==> config.mk <==
export PLATFORM = sky130hd
export DESIGN_NAME = ddr_mem_responder
export DESIGN_NICKNAME = d
export VERILOG_FILES = /design/src/rtl/ddr_pkg.sv /design/src/rtl/ddr_bank_tracker.sv /design/src/rtl/ddr_mem_responder.sv
export SDC_FILE = /design/constraint.sdc
export NUM_CORES = 2
export LEC_CHECK = 0
export ABC_AREA = 1
export CAP_MARGIN = 25
export CORE_MARGIN = 3
export CORE_UTILIZATION = 60
export DETAILED_ROUTE_END_ITERATION = 7
export HOLD_SLACK_MARGIN = 0.1
export MAX_ROUTING_LAYER = met4
export PLACE_DENSITY = 0.8
export SLEW_MARGIN = 20
export SYNTH_ARGS = -nofsm -noshare
export SYNTH_HDL_FRONTEND = slang
export SYNTH_HIERARCHICAL = 1
export SYNTH_SLANG_ARGS = --single-unit
==> constraint.sdc <==
create_clock -name CK_t -period 5.1 [get_ports CK_t]
set_input_delay 1.275 -clock CK_t [delete_from_list [all_inputs] [get_ports CK_t]]
set_output_delay 1.275 -clock CK_t [all_outputs]
set_load 0.05 [all_outputs]
==> src/rtl/ddr_pkg.sv <==
// Shared types, timing defaults and command decode
// for the DDR4 command-bus memory responder.
package ddr_pkg;

    localparam int CNT_W     = 8;
    localparam int DEF_CL    = 11;
    localparam int DEF_CWL   = 9;
    localparam int DEF_BL    = 8;
    localparam int DEF_T_RCD = 11;
    localparam int DEF_T_RP  = 11;
    localparam int DEF_T_RC  = 39;
    localparam int DEF_T_RFC = 208;
    localparam int DEF_T_MOD = 24;

    typedef enum logic [2:0] {
        CMD_NOP, CMD_ACT, CMD_RD, CMD_WR, CMD_PRE, CMD_REF, CMD_MRS
    } ddr_cmd_t;

    typedef enum logic [1:0] {
        BANK_IDLE, BANK_ACTIVATING, BANK_ACTIVE, BANK_PRECHARGING
    } bank_state_t;

    typedef enum logic [1:0] {
        MEM_READY, MEM_REFRESH, MEM_MRS
    } mem_state_t;

    typedef enum logic [2:0] {
        V_NONE           = 3'd0,
        V_ACT_NOT_IDLE   = 3'd1,
        V_NOT_ACTIVE     = 3'd2,
        V_PRE_ACTIVATING = 3'd3,
        V_NOT_IDLE       = 3'd4,
        V_TRC            = 3'd5,
        V_BUSY           = 3'd6,
        V_BURST          = 3'd7
    } viol_code_t;

    function automatic ddr_cmd_t decode_cmd(
        input logic cs_n,
        input logic act_n,
        input logic ras_n,
        input logic cas_n,
        input logic we_n
    );
        ddr_cmd_t c;
        c = CMD_NOP;
        if (!cs_n) begin
            if (!act_n) begin
                c = CMD_ACT;
            end else begin
                case ({ras_n, cas_n, we_n})
                    3'b000:  c = CMD_MRS;
                    3'b001:  c = CMD_REF;
                    3'b010:  c = CMD_PRE;
                    3'b101:  c = CMD_RD;
                    3'b100:  c = CMD_WR;
                    default: c = CMD_NOP;
                endcase
            end
        end
        return c;
    endfunction

endpackage

==> src/rtl/ddr_bank_tracker.sv <==
// Per-bank state machine: activate/precharge timers,
// tRC window, pending auto-precharge and open row.
module ddr_bank_tracker
    import ddr_pkg::*;
#(
    parameter int ROW_W = 17,
    parameter int T_RCD = DEF_T_RCD,
    parameter int T_RP  = DEF_T_RP,
    parameter int T_RC  = DEF_T_RC
) (
    input  logic             clk_i,
    input  logic             rst_i,
    input  logic             act_i,
    input  logic             pre_i,
    input  logic             rdwr_i,
    input  logic             ap_i,
    input  logic [CNT_W-1:0] ap_dly_i,
    input  logic [ROW_W-1:0] row_i,
    output bank_state_t      state_o,
    output logic             active_o,
    output logic             rc_ok_o,
    output logic [ROW_W-1:0] row_o
);

    bank_state_t      state_q;
    logic [CNT_W-1:0] cnt_q, rc_q, ap_q;
    logic             ap_pend_q;
    logic [ROW_W-1:0] row_q;

    // Expiry is visible to a command arriving on the same edge.
    always_comb begin
        state_o = state_q;
        if (cnt_q == '0) begin
            if (state_q == BANK_ACTIVATING)  state_o = BANK_ACTIVE;
            if (state_q == BANK_PRECHARGING) state_o = BANK_IDLE;
        end
    end

    assign active_o = (state_q == BANK_ACTIVE);
    assign rc_ok_o  = (rc_q == '0);
    assign row_o    = row_q;

    always_ff @(posedge clk_i) begin
        if (rst_i) begin
            state_q   <= BANK_IDLE;
            cnt_q     <= '0;
            rc_q      <= '0;
            ap_q      <= '0;
            ap_pend_q <= 1'b0;
            row_q     <= '0;
        end else begin
            state_q <= state_o;
            if (cnt_q != '0) cnt_q <= cnt_q - 1'b1;
            if (rc_q != '0)  rc_q  <= rc_q - 1'b1;
            if (ap_pend_q) begin
                if (ap_q == '0) begin
                    ap_pend_q <= 1'b0;
                    state_q   <= BANK_PRECHARGING;
                    cnt_q     <= CNT_W'(T_RP - 1);
                end else begin
                    ap_q <= ap_q - 1'b1;
                end
            end
            if (act_i) begin
                state_q <= BANK_ACTIVATING;
                cnt_q   <= CNT_W'(T_RCD - 1);
                rc_q    <= CNT_W'(T_RC - 1);
                row_q   <= row_i;
            end
            if (pre_i) begin
                state_q   <= BANK_PRECHARGING;
                cnt_q     <= CNT_W'(T_RP - 1);
                ap_pend_q <= 1'b0;
            end
            if (rdwr_i && ap_i) begin
                ap_pend_q <= 1'b1;
                ap_q      <= ap_dly_i;
            end
        end
    end

endmodule

==> src/rtl/ddr_mem_responder.sv <==
// DDR4 command-bus responder: decode, global FSM,
// read/write burst pipelines and violation reporting.
module ddr_mem_responder
    import ddr_pkg::*;
#(
    parameter int BG_W   = 2,
    parameter int BA_W   = 2,
    parameter int ROW_W  = 17,
    parameter int COL_W  = 10,
    parameter int DATA_W = 64,
    parameter int CL     = DEF_CL,
    parameter int CWL    = DEF_CWL,
    parameter int BL     = DEF_BL,
    parameter int T_RCD  = DEF_T_RCD,
    parameter int T_RP   = DEF_T_RP,
    parameter int T_RC   = DEF_T_RC,
    parameter int T_RFC  = DEF_T_RFC,
    parameter int T_MOD  = DEF_T_MOD,
    localparam int NBANK = 2 ** (BG_W + BA_W)
) (
    input  logic              CK_t,
    input  logic              reset,
    input  logic              cs_n,
    input  logic              act_n,
    input  logic              ras_n,
    input  logic              cas_n,
    input  logic              we_n,
    input  logic [BG_W-1:0]   bg,
    input  logic [BA_W-1:0]   ba,
    input  logic [ROW_W-1:0]  addr,
    input  logic [DATA_W-1:0] wr_data,
    output logic              rd_valid,
    output logic [DATA_W-1:0] rd_data,
    output logic              wr_window,
    output logic [DATA_W-1:0] last_wr,
    output logic [NBANK-1:0]  bank_open,
    output logic              mem_busy,
    output logic              viol,
    output logic [2:0]        viol_code
);

    localparam int SEL_W = BG_W + BA_W;
    localparam int BW    = $clog2(BL / 2);

    ddr_cmd_t         cmd;
    logic [SEL_W-1:0] sel;
    logic [ROW_W-1:0] act_row;
    logic [DATA_W-1:0] rd_base;
    bank_state_t      bstate [NBANK];
    logic [ROW_W-1:0] brow [NBANK];
    logic [NBANK-1:0] rc_ok, act_b, pre_b, rdwr_b;
    logic             all_idle, any_activating, mem_ready;
    logic             act_ok, pre_ok, prea_ok, rd_ok, wr_ok, ref_ok, mrs_ok;
    logic [CNT_W-1:0] ap_dly;
    viol_code_t       vcode;

    mem_state_t        mstate_q;
    logic [CNT_W-1:0]  mcnt_q, burst_q;
    logic              viol_q;
    viol_code_t        viol_code_q;
    logic [CL-1:0]     rpipe_v_q;
    logic [DATA_W-1:0] rpipe_d_q [CL];
    logic [CWL-1:0]    wpipe_q;
    logic              rd_valid_q, wr_window_q;
    logic [DATA_W-1:0] rd_data_q, rbase_q, last_wr_q;
    logic [BW-1:0]     rbeat_q, wbeat_q;

    assign cmd       = decode_cmd(cs_n, act_n, ras_n, cas_n, we_n);
    assign sel       = {bg, ba};
    assign act_row   = ROW_W'({ras_n, cas_n, we_n, addr[13:0]});
    assign rd_base   = DATA_W'({bg, ba, brow[sel], addr[COL_W-1:0]});
    assign mem_ready = (mstate_q == MEM_READY) || (mcnt_q == '0);
    assign ap_dly    = rd_ok ? CNT_W'(CL + BL - 2) : CNT_W'(CWL + BL - 2);

    always_comb begin
        all_idle       = 1'b1;
        any_activating = 1'b0;
        for (int i = 0; i < NBANK; i++) begin
            if (bstate[i] != BANK_IDLE)       all_idle       = 1'b0;
            if (bstate[i] == BANK_ACTIVATING) any_activating = 1'b1;
        end
    end

    // A violating command is dropped: no *_ok strobe fires.
    always_comb begin
        vcode   = V_NONE;
        act_ok  = 1'b0;
        pre_ok  = 1'b0;
        prea_ok = 1'b0;
        rd_ok   = 1'b0;
        wr_ok   = 1'b0;
        ref_ok  = 1'b0;
        mrs_ok  = 1'b0;
        if (cmd != CMD_NOP && !mem_ready) begin
            vcode = V_BUSY;
        end else begin
            case (cmd)
                CMD_ACT: begin
                    if (bstate[sel] != BANK_IDLE) vcode = V_ACT_NOT_IDLE;
                    else if (!rc_ok[sel])         vcode = V_TRC;
                    else                          act_ok = 1'b1;
                end
                CMD_RD, CMD_WR: begin
                    if (bstate[sel] != BANK_ACTIVE) begin
                        vcode = V_NOT_ACTIVE;
                    end else if (burst_q != '0) begin
                        vcode = V_BURST;
                    end else begin
                        rd_ok = (cmd == CMD_RD);
                        wr_ok = (cmd == CMD_WR);
                    end
                end
                CMD_PRE: begin
                    if (addr[10]) begin
                        if (any_activating) vcode = V_PRE_ACTIVATING;
                        else                prea_ok = 1'b1;
                    end else if (bstate[sel] == BANK_ACTIVATING) begin
                        vcode = V_PRE_ACTIVATING;
                    end else begin
                        pre_ok = (bstate[sel] == BANK_ACTIVE);
                    end
                end
                CMD_REF, CMD_MRS: begin
                    if (!all_idle) begin
                        vcode = V_NOT_IDLE;
                    end else begin
                        ref_ok = (cmd == CMD_REF);
                        mrs_ok = (cmd == CMD_MRS);
                    end
                end
                default: ;
            endcase
        end
    end

    for (genvar i = 0; i < NBANK; i++) begin : g_bank
        logic hit;
        assign hit       = (sel == SEL_W'(i));
        assign act_b[i]  = act_ok && hit;
        assign pre_b[i]  = (pre_ok && hit) || (prea_ok && bstate[i] == BANK_ACTIVE);
        assign rdwr_b[i] = (rd_ok || wr_ok) && hit;

        ddr_bank_tracker #(
            .ROW_W(ROW_W), .T_RCD(T_RCD), .T_RP(T_RP), .T_RC(T_RC)
        ) u_bank (
            .clk_i    (CK_t),
            .rst_i    (reset),
            .act_i    (act_b[i]),
            .pre_i    (pre_b[i]),
            .rdwr_i   (rdwr_b[i]),
            .ap_i     (addr[10]),
            .ap_dly_i (ap_dly),
            .row_i    (act_row),
            .state_o  (bstate[i]),
            .active_o (bank_open[i]),
            .rc_ok_o  (rc_ok[i]),
            .row_o    (brow[i])
        );
    end

    always_ff @(posedge CK_t) begin
        rpipe_d_q[0] <= rd_base;
        for (int i = 1; i < CL; i++) rpipe_d_q[i] <= rpipe_d_q[i-1];
    end

    always_ff @(posedge CK_t) begin
        if (reset) begin
            mstate_q    <= MEM_READY;
            mcnt_q      <= '0;
            burst_q     <= '0;
            viol_q      <= 1'b0;
            viol_code_q <= V_NONE;
            rpipe_v_q   <= '0;
            wpipe_q     <= '0;
            rd_valid_q  <= 1'b0;
            rd_data_q   <= '0;
            rbase_q     <= '0;
            rbeat_q     <= '0;
            wr_window_q <= 1'b0;
            wbeat_q     <= '0;
            last_wr_q   <= '0;
        end else begin
            viol_q <= (vcode != V_NONE);
            if (viol_code_q == V_NONE) viol_code_q <= vcode;

            if (mstate_q != MEM_READY && mcnt_q == '0) mstate_q <= MEM_READY;
            if (mcnt_q != '0) mcnt_q <= mcnt_q - 1'b1;
            if (ref_ok) begin
                mstate_q <= MEM_REFRESH;
                mcnt_q   <= CNT_W'(T_RFC - 1);
            end
            if (mrs_ok) begin
                mstate_q <= MEM_MRS;
                mcnt_q   <= CNT_W'(T_MOD - 1);
            end

            if (burst_q != '0) burst_q <= burst_q - 1'b1;
            if (rd_ok || wr_ok) burst_q <= CNT_W'(BL / 2 - 1);

            // A new burst head overrides the tail, giving gapless beats.
            rpipe_v_q <= {rpipe_v_q[CL-2:0], rd_ok};
            if (rpipe_v_q[CL-1]) begin
                rd_valid_q <= 1'b1;
                rd_data_q  <= rpipe_d_q[CL-1];
                rbase_q    <= rpipe_d_q[CL-1];
                rbeat_q    <= BW'(1);
            end else if (rbeat_q != '0) begin
                rd_valid_q <= 1'b1;
                rd_data_q  <= rbase_q ^ DATA_W'(rbeat_q);
                rbeat_q    <= rbeat_q + 1'b1;
            end else begin
                rd_valid_q <= 1'b0;
            end

            wpipe_q <= {wpipe_q[CWL-2:0], wr_ok};
            if (wr_window_q) last_wr_q <= wr_data;
            if (wpipe_q[CWL-1]) begin
                wr_window_q <= 1'b1;
                wbeat_q     <= BW'(1);
            end else if (wbeat_q != '0) begin
                wr_window_q <= 1'b1;
                wbeat_q     <= wbeat_q + 1'b1;
            end else begin
                wr_window_q <= 1'b0;
            end
        end
    end

    assign rd_valid  = rd_valid_q;
    assign rd_data   = rd_data_q;
    assign wr_window = wr_window_q;
    assign last_wr   = last_wr_q;
    assign mem_busy  = (mstate_q != MEM_READY);
    assign viol      = viol_q;
    assign viol_code = viol_code_q;

endmodule
==> results.ini <==
[die]
rows=107
chipHeight_um=301.0
dieWidth_um=301.0
floorplan.initialDensity_pct=60.93
core_ar_mm2=0.08568
boundaryPins=243
area_of_the_die_mm2=0.09058

[power_and_ir_drop]
switching_share_pct=37.05
pwr-share-clk_pct=29.2
power_density_mw_per_mm2=536.3
power.switching_mw=11.88
pwr-share-comb_pct=33.8
p_leak_nw=27.58
p_int_mw=20.19
power.sequential.fraction_pct=37.0
max-vdd-ir-drop_mv=0.5331

[critical_path]
timing_worst_setup_path_type=primary input to flop
worst-endpoint-arrival_ns=5.01
worstRegToRegCells=23
worst-endpoint-required_ns=5.72
regToRegEndpoint=g_bank[4].u_bank/ap_q[4]
reg2reg_setup_slack_ns=0.86
slowest_cell_on_crit_path=clkdlybuf4s50_1
start_kind=primary input
crit_top_cell=nand2_1
critPathMaxFanout=13
crit-reg2reg-launch=g_bank[14].u_bank/cnt_q[0]
worstSetupEndpointType=flop
slowest_delay_ns=0.71
path_cells=clkdlybuf4s50_1 -> inv_1 -> nor2_1 -> nand2_1 -> nand4_1 -> nand3_1 -> nand3b_4 -> buf_4 -> nor2_2 -> nand2_1 -> nand2_1 -> nand2_4 -> inv_4 -> nand2_2 -> nand2_1 -> nor2_1

[timing]
setup_viol_count_final=0
layout_setup_ws_ns=0.7067
tightestPinTransition_ns=1.155
period_share_pct=86.14
maxSlewHeadroom_pct=22.76
fin_crit_ns=4.393
timing.final.max_slew_violations=0
fin_tns_setup_ns=0
final.setup_skew_ns=0.06388
timing.fmax_mhz=227.6
rsz0062_at_grt=false
timing_hold_violations_final=0

[job]
timing.max_cap.violations=0

[finish]
flow.area_growth_from_synthesis_pct=14.55
multiInputGateArea_mm2=0.02387
final-seq-area_mm2=0.02440
fillerInstances=6659
final_cell_count_no_fill=8226
drive_above_1_share_pct=12.57
final_nets=7172
final_area_mm2=0.05980

[grt]
globalRouteOverflowTotal=0
grt_first_pass_wirelength_um=208800
grt_antenna_before_repair=3
grt.total_usage_pct=28.75
grt_max_degree=67
first_global_vias=41923

[logic_synthesis]
netlist_area_mm2=0.05221
proportion_of_register_bits_with_asynchronous_set_or_reset_after_synthesis_pct=0
synth_seq_cells=1219
synth_top_flop_cell=dfxtp_1
synth.yosys.seq_area_share_pct=46.75
post_synth.cell_area_avg_um2=7.772
yosys_warnings=6
post_synth_inst_count=6717
synth_edf_count=0
synth.lib_cells_used.distinct=52

[drt]
initialDrtViolationCount=4145
number_of_nets_with_antenna_violations_after_routing=0
vias=44178
drt_pre_antenna_iters=6
drc_errors=0
postRouteWirelength_um=129900
avgRoutedWirePerCell_um=15.79
routed_via_density=5.371

[min_path]
timing.hold.worst_path_depth=0
worst_hold_path_type=flop to flop
worstHoldEndpoint=rpipe_d_q[9][8]
min-delay-start=rpipe_d_q[8][8]

[clocking]
cts_tree=yes
worstSkewPairLatency_ns=0.73
cts.sink_count=1219
cts_repair_resize_count=0
numCtsBuffers=118
reg_clk_slew_reported_paths_ns=0.06
clockRootBuffer=clkbuf_16
cts_max_path_buffers=3
cts.htree.levels=3
post_cts_buffers=0
hold_buffers=0

[outcome]
run_status=finished, final reports clean

[placement]
dpl.hpwl_um=86890
dp_worst_setup_slack_ns=0.1272
gp_routability_congestion=0.9104
dpl_cells=8001
postPlaceCellArea_mm2=0.05547
port-buffer-count=206

-- power groups by stage --
stage	Combinational [mW]	Sequential, mW	Clock (mW)
2_1_floorplan	7.22	12.9	0
3_3_place_gp	10.2	12.0	0
3_5_place_dp	10.6	12.0	0
4_1_cts	10.8	11.9	9.50
5_1_grt	12.1	12.0	9.89
6_report	10.8	11.9	9.36
-- layer usage --
layer / track usage (%) / routed length [µm]
met4: 11.02 / 4858
met1: 35.80 / 54220
met2: 46.50 / 59860
met3: 5.335 / 10930
met5: - / 0
-- logic make-up (layout without fill, tap and decap cells) --
logic type / after synthesis / in the layout / share of synthesized area (%)
buffers and inverters: 1022 / 1291 / 8.259
DFF: 1219 / 1219 / 46.75
AOI/OAI and AO/OA: 1084 / 1084 / 11.74
and+or+nand+nor: 3121 / 3121 / 27.94
adders and majority gates: 100 / 100 / 2.397
muxes: 29 / 29 / 0.5560
xor gates and xnor gates: 140 / 140 / 2.349
other: 2 / 98 / 0.01439
-- worst max-delay path by stage --
stage / start / end / depth (start not counted)
after global placement: bg[0] / g_bank[4].u_bank/ap_q[2] / 16
after CTS: bg[0] / g_bank[4].u_bank/ap_q[2] / 16
after global routing: bg[0] / g_bank[4].u_bank/ap_q[2] / 16
after detailed placement: bg[0] / g_bank[4].u_bank/ap_q[2] / 16
after floorplan: ba[0] / g_bank[0].u_bank/ap_q[2] / 17
final: bg[0] / g_bank[4].u_bank/ap_q[2] / 16
-- cell usage in the layout (no fill, tap or decap), types with 122 or more instances in the layout --
cell / count
nor2_1: 1295
dfxtp_1: 1218
nand2_1: 1021
inv_1: 649
o21ai_0: 493
nand3_1: 266
a21oi_1: 213
clkdlybuf4s50_1: 204
nor2_2: 164
a22oi_1: 136
o21ai_1: 128
xor2_1: 122
-- through the flow --
stage | hold slack (ns) | util, % | total power, mW
3_5_place_dp | 0.3121 | 64.74 | 22.66
4_1_cts | 0.3123 | 69.75 | 32.16
6_report | 0.3174 | 69.79 | 32.07
2_1_floorplan | 0.3096 | - | 20.10
3_3_place_gp | 0.3097 | 64.73 | 22.22
5_1_grt | 0.3119 | 69.79 | 34.00
-- synth_stat cells, drive strengths merged, types with 34 or more instances --
master	number	area share (%)
ha	100	2.4
nand2	1163	9.5
nand3	297	3.4
a21boi	34	0.49
clkbuf	100	0.74
inv	767	5.6
nor2	1521	13
a22oi	136	2.0
dfxtp	1219	47
o21ai	623	6.0
a21oi	216	2.1
nor3	53	0.94
buf	151	1.8
nand4	49	1.0
xor2	122	2.0
-- flip-flops by register name, indices dropped and copies added, names as in the netlist, 2 cells and up --
| register | count |
|---|---|
| burst_q | 8 |
| g_bank.u_bank/ap_pend_q | 16 |
| g_bank.u_bank/ap_q | 128 |
| g_bank.u_bank/cnt_q | 128 |
| g_bank.u_bank/rc_q | 128 |
| g_bank.u_bank/row_o | 272 |
| g_bank.u_bank/state_q | 32 |
| last_wr | 64 |
| mcnt_q | 8 |
| mstate_q | 2 |
| rbase_q | 31 |
| rbeat_q | 2 |
| rd_data | 31 |
| rpipe_d_q | 341 |
| rpipe_v_q | 11 |
| viol_code | 3 |
| wbeat_q | 2 |
| wpipe_q | 9 |
-- critical path, delay by kind of cell --
family        cells  cell delay [ns]
buf+inv           4             1.18
simple gates     12             2.53
-- cell type report --
cell class / count / area share, %
Sequential cell: 1219 / 40.81
Inverter: 771 / 4.957
Multi-Input combinational cell: 4571 / 39.91
Clock inverter: 59 / 1.550
Clock buffer: 162 / 5.616
Tap cell: 1144 / 2.394
Antenna cell: 1 / 0.004185
Timing Repair Buffer: 299 / 4.758
No activity file was read; power rests on OpenSTA's default activity.
